File: src/rtl/strhw_common_types.sv
// Types shared by the stage controller and its arithmetic responders.
package strhw_common_types;

  typedef logic [511:0] uint512;

  // Status reported by multi-cycle responders on the trigger/ready interface.
  typedef enum logic [1:0] {
    CLEAR = 2'd0,
    BUSY  = 2'd1,
    DONE  = 2'd2
  } state_t;

  localparam int ADDER_LIMB_W_DEFAULT = 64;

endpackage

File: src/rtl/strhw_limb_adder512_pkg.sv
// Constants and elaboration helpers local to the 512-bit limb adder.
package strhw_limb_adder512_pkg;

  localparam int ADDER_W = 512;

  // Limb widths the adder supports; each divides ADDER_W evenly.
  function automatic bit limb_w_legal(input int w);
    return ((w == 32) || (w == 64) || (w == 128)) && ((ADDER_W % w) == 0);
  endfunction

endpackage

File: src/rtl/strhw_limb_adder512_if.sv
// Trigger/ready interface between the stage controller and the 512-bit adder.
interface strhw_limb_adder512_if;
  import strhw_common_types::*;

  // Handshake: the master pulses trg_i with a_i/b_i valid on that edge. The
  // slave accepts it only when not BUSY; ready_o drops on the accepting edge
  // and rises once result_o holds (a_i + b_i) mod 2^512, staying high until
  // the next accepted trigger. result_o is meaningful only while ready_o = 1.
  logic   trg_i;
  uint512 a_i;
  uint512 b_i;
  uint512 result_o;
  logic   ready_o;
  state_t state_o;

  modport master (
    output trg_i,
    output a_i,
    output b_i,
    input  result_o,
    input  ready_o,
    input  state_o
  );

  modport slave (
    input  trg_i,
    input  a_i,
    input  b_i,
    output result_o,
    output ready_o,
    output state_o
  );

endinterface

File: src/rtl/strhw_limb_add.sv
// Combinational LIMB_W-bit full adder: one limb of the ripple chain.
module strhw_limb_add #(
  parameter int LIMB_W = 64
) (
  input  logic [LIMB_W-1:0] a,
  input  logic [LIMB_W-1:0] b,
  input  logic              cin,
  output logic [LIMB_W-1:0] sum,
  output logic              cout
);

  logic [LIMB_W:0] full;

  assign full = {1'b0, a} + {1'b0, b} + {{LIMB_W{1'b0}}, cin};
  assign sum  = full[LIMB_W-1:0];
  assign cout = full[LIMB_W];

endmodule

File: src/rtl/strhw_limb_adder512.sv
// Multi-cycle 512-bit adder: one limb per clock, carry rippled through a flop,
// so the full 512-bit carry chain never sits in a single clock period.
module strhw_limb_adder512
  import strhw_common_types::*;
  import strhw_limb_adder512_pkg::*;
#(
  parameter int LIMB_W = ADDER_LIMB_W_DEFAULT
) (
  input logic                  clk_i,
  input logic                  rst_ni,
  strhw_limb_adder512_if.slave bus
);

  localparam int                NUM_LIMBS = ADDER_W / LIMB_W;
  localparam int                CNT_W     = $clog2(NUM_LIMBS) + 1;
  localparam logic [CNT_W-1:0]  LAST_K    = CNT_W'(NUM_LIMBS - 1);

  generate
    if (!limb_w_legal(LIMB_W)) begin : g_bad_limb_w
      $error("strhw_limb_adder512: LIMB_W must be 32, 64 or 128");
    end
  endgenerate

  state_t            state_q, state_d;
  uint512            a_sh_q, a_sh_d;
  uint512            b_sh_q, b_sh_d;
  uint512            res_q, res_d;
  logic              carry_q, carry_d;
  logic [CNT_W-1:0]  k_q, k_d;

  logic              accept;
  logic              step;
  logic [LIMB_W-1:0] limb_sum;
  logic              limb_cout;

  // A trigger while BUSY is dropped on the floor; the operation in flight
  // always runs to completion.
  assign accept = ((state_q == CLEAR) || (state_q == DONE)) && bus.trg_i;
  assign step   = (state_q == BUSY);

  strhw_limb_add #(
    .LIMB_W (LIMB_W)
  ) u_limb_add (
    .a    (a_sh_q[LIMB_W-1:0]),
    .b    (b_sh_q[LIMB_W-1:0]),
    .cin  (carry_q),
    .sum  (limb_sum),
    .cout (limb_cout)
  );

  // ---------------------------------------------------------------------
  // Control FSM
  // ---------------------------------------------------------------------
  always_ff @(posedge clk_i or negedge rst_ni) begin
    if (!rst_ni) begin
      state_q <= CLEAR;
    end else begin
      state_q <= state_d;
    end
  end

  always_comb begin
    state_d = state_q;
    unique case (state_q)
      CLEAR, DONE: begin
        if (bus.trg_i) begin
          state_d = BUSY;
        end
      end
      BUSY: begin
        // The edge computing the last limb also enters DONE.
        if (k_q == LAST_K) begin
          state_d = DONE;
        end
      end
      default: begin
        state_d = CLEAR;
      end
    endcase
  end

  // ---------------------------------------------------------------------
  // Datapath: operands shift right one limb per step; each new sum limb
  // enters the result at the top, so after NUM_LIMBS steps limb 0 has
  // travelled down to bit 0.
  // ---------------------------------------------------------------------
  always_comb begin
    a_sh_d  = a_sh_q;
    b_sh_d  = b_sh_q;
    res_d   = res_q;
    carry_d = carry_q;
    k_d     = k_q;
    if (accept) begin
      a_sh_d  = bus.a_i;
      b_sh_d  = bus.b_i;
      carry_d = 1'b0;
      k_d     = '0;
    end else if (step) begin
      a_sh_d  = {{LIMB_W{1'b0}}, a_sh_q[ADDER_W-1:LIMB_W]};
      b_sh_d  = {{LIMB_W{1'b0}}, b_sh_q[ADDER_W-1:LIMB_W]};
      res_d   = {limb_sum, res_q[ADDER_W-1:LIMB_W]};
      carry_d = limb_cout;
      k_d     = k_q + CNT_W'(1);
    end
  end

  // The final carry-out lands in carry_q and is never observed: mod 2^512.
  always_ff @(posedge clk_i or negedge rst_ni) begin
    if (!rst_ni) begin
      a_sh_q  <= '0;
      b_sh_q  <= '0;
      res_q   <= '0;
      carry_q <= 1'b0;
      k_q     <= '0;
    end else begin
      a_sh_q  <= a_sh_d;
      b_sh_q  <= b_sh_d;
      res_q   <= res_d;
      carry_q <= carry_d;
      k_q     <= k_d;
    end
  end

  assign bus.result_o = res_q;
  assign bus.ready_o  = (state_q == DONE);
  assign bus.state_o  = state_q;

endmodule

File: src/flat_wrapper.sv
// flat-port wrapper written by rule: the top's interface ports become plain ports
module strhw_limb_adder512_flat import strhw_common_types::*; import strhw_limb_adder512_pkg::*;
#(
  parameter int LIMB_W = ADDER_LIMB_W_DEFAULT
)
  (clk_i, rst_ni, bus_trg_i, bus_a_i, bus_b_i, bus_result_o, bus_ready_o, bus_state_o);
  strhw_limb_adder512_if bus_i ();
  input logic clk_i;
  input logic rst_ni;
  input wire logic [$bits(bus_i.trg_i)-1:0] bus_trg_i;
  input wire logic [$bits(bus_i.a_i)-1:0] bus_a_i;
  input wire logic [$bits(bus_i.b_i)-1:0] bus_b_i;
  output wire logic [$bits(bus_i.result_o)-1:0] bus_result_o;
  output wire logic [$bits(bus_i.ready_o)-1:0] bus_ready_o;
  output wire logic [$bits(bus_i.state_o)-1:0] bus_state_o;
  assign bus_i.trg_i = bus_trg_i;
  assign bus_i.a_i = bus_a_i;
  assign bus_i.b_i = bus_b_i;
  assign bus_result_o = bus_i.result_o;
  assign bus_ready_o = bus_i.ready_o;
  assign bus_state_o = bus_i.state_o;
  strhw_limb_adder512 #(.LIMB_W(LIMB_W)) u_core (.clk_i(clk_i), .rst_ni(rst_ni), .bus(bus_i));
endmodule
File: config.mk
export PLATFORM = sky130hd
export DESIGN_NAME = strhw_limb_adder512_flat
export DESIGN_NICKNAME = d
export VERILOG_FILES = /design/src/rtl/strhw_common_types.sv /design/src/rtl/strhw_limb_adder512_pkg.sv /design/src/rtl/strhw_limb_adder512_if.sv /design/src/rtl/strhw_limb_add.sv /design/src/rtl/strhw_limb_adder512.sv /design/src/flat_wrapper.sv
export SDC_FILE = /design/constraint.sdc
export NUM_CORES = 2
export LEC_CHECK = 0
export ABC_AREA = 1
export CORE_AREA = 2 2 601 603
export DETAILED_ROUTE_END_ITERATION = 12
export DIE_AREA = 0 0 603 605
export GPL_ROUTABILITY_DRIVEN = 0
export GPL_TIMING_DRIVEN = 0
export PLACE_DENSITY = 0.38
export SLEW_MARGIN = 20
export SYNTH_ARGS = -nofsm -noshare
export SYNTH_HDL_FRONTEND = slang
export SYNTH_SLANG_ARGS = --single-unit
File: constraint.sdc
create_clock -name clk_i -period 4.8 [get_ports clk_i]
set_clock_uncertainty 0.05 [all_clocks]
set_input_delay 0.96 -clock clk_i [delete_from_list [all_inputs] [get_ports clk_i]]
set_output_delay 0.96 -clock clk_i [all_outputs]
set_load 0.02 [all_outputs]
[Word-level counts from Yosys, hierarchy flattened]
Index checks and enable logic that the tools add are counted.
Operators by class
  reductions and logical operators: 7
  bitwise logic cells: 1
  equality and inequality tests: 5
  mux-type cells: 11
  $add $sub $neg: 3
Operators by type and width (number)
  512-bit 2-to-1 mux: 4
  64-bit by 64-bit adder with 65-bit output: 1
  65-bit by 1-bit adder with 65-bit output: 1
  4-bit 2-to-1 mux: 2
  4-bit by 1-bit adder with 4-bit output (second input constant): 1
  4-bit by 3-bit == test with 1-bit output (second input constant): 1
  2-bit 2-to-1 mux: 2
  2-bit != test (second input constant): 2
  2-bit one-hot mux with 2 select lines: 1
  2-bit AND reduction: 2
  2-bit by 1-bit == test with 1-bit output (second input constant): 1
  2-bit == test (second input constant): 1
  2-bit zero test: 1
  1-bit 2-to-1 mux: 2
  2-bit nonzero test: 1
  2-bit OR reduction: 1
  1-bit logical AND: 1
  1-bit logical OR: 1
  1-bit inverter: 1
Storage, ports and cells
  input port bits: 1027
  logic and storage cells: 33
  output and inout bits: 515
  flip-flop bits (word level): 1543

[Logic depth before layout (Yosys ltp)]
  word-level depth: 5
  mapped depth: 17
  gate-level depth less buffers: 17

[Cells and area by module]
Synthesis repeated with hierarchy kept, for this count alone.
Second synthesis, totals
  cell total of the unflattened synthesis: 9428
  area total of the unflattened synthesis: 73753.2 µm²
Modules (own cells, without submodules)
  strhw_limb_adder512: cells an instance 8133, area an instance 67848.8 µm², instances 1, seq. area each 38612.0 µm²
  strhw_limb_add: cells an instance 1295, area an instance 5904.4 µm², instances 1, seq. area each 0.0 µm²

[Worst setup path after synthesis]
OpenSTA, ideal clock, no wires.
  path kind: input to register
  start: in bus_trg_i
  end: reg u_core.a_sh_q[477]
  library setup time: 130 ps
  stages: 8
  setup slack: 2669 ps
  data arrival time: 1951 ps
  path buffers: 3
  required time: 4620 ps
  cell sequence: inv_1 -> nor2_1 -> inv_2 -> nand2_1 -> buf_6 -> buf_2 -> clkbuf_1 -> o21ai_0
On the way
  longest elaborated chain between the ends: 2
  elaborated cells on any way between the ends: 3
  those cells by class: mux: 1; reduce/logical: 2
Ends and longest elaborated chain
  start, declared: line flat_wrapper.sv:10  | input wire logic [$bits(bus_i.trg_i)-1:0] bus_trg_i;
  1-bit logical AND *: line strhw_limb_adder512.sv:38  | assign accept = ((state_q == CLEAR) || (state_q == DONE)) && bus.trg_i;
  512-bit 2-to-1 mux or 2-bit nonzero test (tied branches)
  end signal, assigned: line strhw_limb_adder512.sv:116  | a_sh_q <= a_sh_d;
  end, declared: line strhw_limb_adder512.sv:25  | uint512 a_sh_q, a_sh_d;
Every way passes the cells marked *; elsewhere a longest branch is shown, timed or not.
A chain may end at the register's enable or synchronous reset.

[Worst setup path in the final report]
  start: reg u_core.state_q[0] (netlist: u_core.bus.state_o[0])
  end: reg u_core.b_sh_q[1]
On the way
  longest elaborated chain between the ends: 4
  elaborated cells on any way between the ends: 7
  those cells by class: eq/ne: 2; mux: 1; reduce/logical: 4
Ends and longest elaborated chain
  start, declared: line strhw_limb_adder512.sv:24  | state_t state_q, state_d;
  start signal, assigned: line strhw_limb_adder512.sv:58  | state_q <= state_d;
  2-bit == test or 2-bit zero test (tied branches): line strhw_limb_adder512.sv:38
  1-bit logical OR: line strhw_limb_adder512.sv:38
  1-bit logical AND: line strhw_limb_adder512.sv:38
  512-bit 2-to-1 mux or 2-bit nonzero test (tied branches)
  end signal, assigned: line strhw_limb_adder512.sv:117  | b_sh_q <= b_sh_d;
  end, declared: line strhw_limb_adder512.sv:26  | uint512 b_sh_q, b_sh_d;
Several ways; a longest one is shown, not always the timed one.

==> metrics.cfg <==
[floorplan]
std_cell_rows=220
start_util_pct=19.6
dieHeight_um=605
core_um2=358000
boundaryPins=1542
die_area_um2=365000
die_w_um=603

[synth]
yosysMostFrequentCell=o21ai_0
synth-edff-count=0
synth_top_area_share_pct=55.0
async_flop_share_pct=100
ys_types=29
yosys.area.top_type=dfrtp_1
ys.flop_type=dfrtp_1
synth.cell_area_um2=70100
synthTopCellsByArea=dfrtp_1 55%, o21ai_0 16%, nand2_1 11%, inv_1 6.2%, a21oi_1 2.4%
syn_area_per_cell_um2=8.08
synth_seq_cells=1543
ys_seq_area_share_pct=55.0
syn_nets=9774
synthCells=8681
yosys_warnings=0
netlist_top_cells_count=2301 x o21ai_0, 2055 x nand2_1, 1543 x dfrtp_1, 1166 x inv_1, 376 x nor2_1

[clocking]
ctsLongestPathBuffers=4
root_buffer=clkbuf_16
clk-insertion-delay-late_ns=0.91
clkSinkCount=1543
cts_buffers=200
cts_tree=built
htree_levels=4
clk_pin_slew_ns=0.06
ctsResizeCount=0

[detailed_routing]
drt-total-wl_um=427000
routed-via-count=68000
drtIter0Drc=4951
ant_nets=0
via_per_inst=4.39
dr.pass1.iters=5
drc=0
wl_per_cell_um=27.6

[sta]
relSlewSlack_pct=21.9
setup_ws_ns=0.755
timing.final.crit_share_pct=84.3
finalMaxSlewViolations=0
fin_tns_setup_ns=0
grt_setup_unrepaired=no
hold_viol=0
period_needed_ns=4.05
clock.fmax_ghz=0.247
tightest_slew_ns=1.16
finalSetupViolations=0

[power]
peakVddDrop_mv=0.346
pwr-share-seq_pct=30.4
combinationalPowerShare_pct=50.1
p_leak_nw=44.6
p_total_mw=79.3
p_clk_share_pct=19.5
p_sw_mw=38.7
p_int_mw=40.6
swShare_pct=48.8
cellPowerDensity_nw_per_um2=801

[layout]
fin_nets=11500
drive_above_1_share_pct=4.85
nFillCells=39000
fin_util_pct=27.6
synthToLayoutAreaGrowth_pct=41.0
multi_input_area_um2=24900
ff_latch_area_um2=38600
final_cell_area_um2=98900

[grt]
grt_max_degree=134
grt_pass1_vias=69100
overflow=0
grt_pass1_wl_um=574000
grtUsageTotal_pct=22.7
antenna_found_initial=266

[placed_design]
io_buffers=1541
hpwl_um=358000
dpl-instance-area_um2=92100
dpl_worst_slack_ns=-0.0592

[critical_path]
worstSetupPathType=reg2reg
critical_path.max_fanout=10
arrival_ns=4.59
cp-start-kind=flop
cp-end-kind=flop
cp_data_required_time_ns=5.34

[hold_path]
min_path_type=reg2reg

[run_status]
status=finished clean

[flow_run]
timing.max_cap.violations=0

state kept, by name (all words and copies together), names as in the netlist:
name                 count
u_core.a_sh_q          512
u_core.carry_q           1
u_core.bus.result_o    512
u_core.bus.state_o       2
u_core.b_sh_q          512
u_core.k_q               4
cell type report:
cell class	count	share of cell area (%)
clock buffer	281	5.76
multi-input combinational	5429	25.1
tap	4773	6.04
buffer	539	2.32
inverter	1170	4.44
timing repair buffer	1562	16.1
sequential	1543	39.0
clock inverter	68	0.908
antenna	102	0.258
stage by stage:
stage / std cells / hold WS [ns]
2_1_floorplan: 8681 / 0.407
3_3_place_gp: 15000 / 0.417
3_5_place_dp: 15000 / 0.423
4_1_cts: 15400 / 0.437
5_1_grt: 15400 / 0.459
6_report: 15500 / 0.433
cell usage in the layout (no fill, tap or decap), types with 14 or more instances in the layout:
master	count
a21oi_1	330
buf_16	17
buf_2	153
bufinv_16	16
clkbuf_1	393
clkbuf_16	200
clkbuf_2	16
clkbuf_8	39
clkdlybuf4s50_1	1540
clkinv_2	35
dfrtp_1	1543
diode_2	102
ha_1	64
inv_1	1166
nand2_1	2055
nand3_1	68
nand4_1	14
nor2_1	376
o21ai_0	2293
o21ai_1	66
o22ai_1	126
timing repair:
item	4_1_cts	5_1_grt
buffers inserted	0	0
hold endpoints to repair	80	0
hold buffers	1	0
endpoints found under the setup margin	0	0
critical path, cell delays in order (launching register included):
cell and delay, ns:
dfrtp_1 0.75, inv_2 0.09, nor2_4 0.35, inv_2 0.35, nand2_1 0.19, buf_6 0.26, buf_2 0.62, clkbuf_1 0.47
o21ai_0 0.52
final timing paths:
check	slack (ns)	endpoint	depth (start not counted)	start
max	0.75	u_core.b_sh_q[1]	8	u_core.bus.state_o[0]
min in group asynchronous	0.60	u_core.bus.result_o[320]	2	rst_ni
min reg2reg	0.43	u_core.bus.result_o[25]	2	u_core.bus.result_o[25]
max in group asynchronous	1.10	u_core.a_sh_q[479]	6	rst_ni
min	0.43	u_core.bus.result_o[25]	2	u_core.bus.result_o[25]
max reg2reg	0.75	u_core.b_sh_q[1]	8	u_core.bus.state_o[0]
power groups by stage:
| stage | Clock [mW] | Combinational (mW) | Sequential [mW] |
|---|---|---|---|
| after CTS | 16.0 | 40.4 | 24.4 |
| after detailed placement | 0 | 40.2 | 24.6 |
| after floorplan | 0 | 18.8 | 24.1 |
| final | 15.5 | 39.7 | 24.1 |
| after global placement | 0 | 39.7 | 24.9 |
| after global routing | 16.4 | 44.0 | 24.8 |
routing by layer:
metal,track usage (%),part of all wire [%],up-vias
li1,-,-,31600
met1,23.9,36,33200
met2,42.7,53,2237
met3,4.86,5.9,774
met4,10.8,4.9,126
met5,0,0.18,-
cells by family (layout without fill, tap and decap cells):
kind of cell             count (synthesis)  after routing  synth area share, %
AO/OA/AOI/OAI                         2830           2830                 20.5
XOR/XNOR                                 1              1               0.0125
adder cells (fa/ha/maj)                 66             66                 1.20
buffers and inverters                 1709           3620                 9.50
flip-flops                            1543           1543                 55.0
other                                    0            102                    0
AND/OR/NAND/NOR                       2532           2532                 13.8
Power figures use the tool's default switching activity.
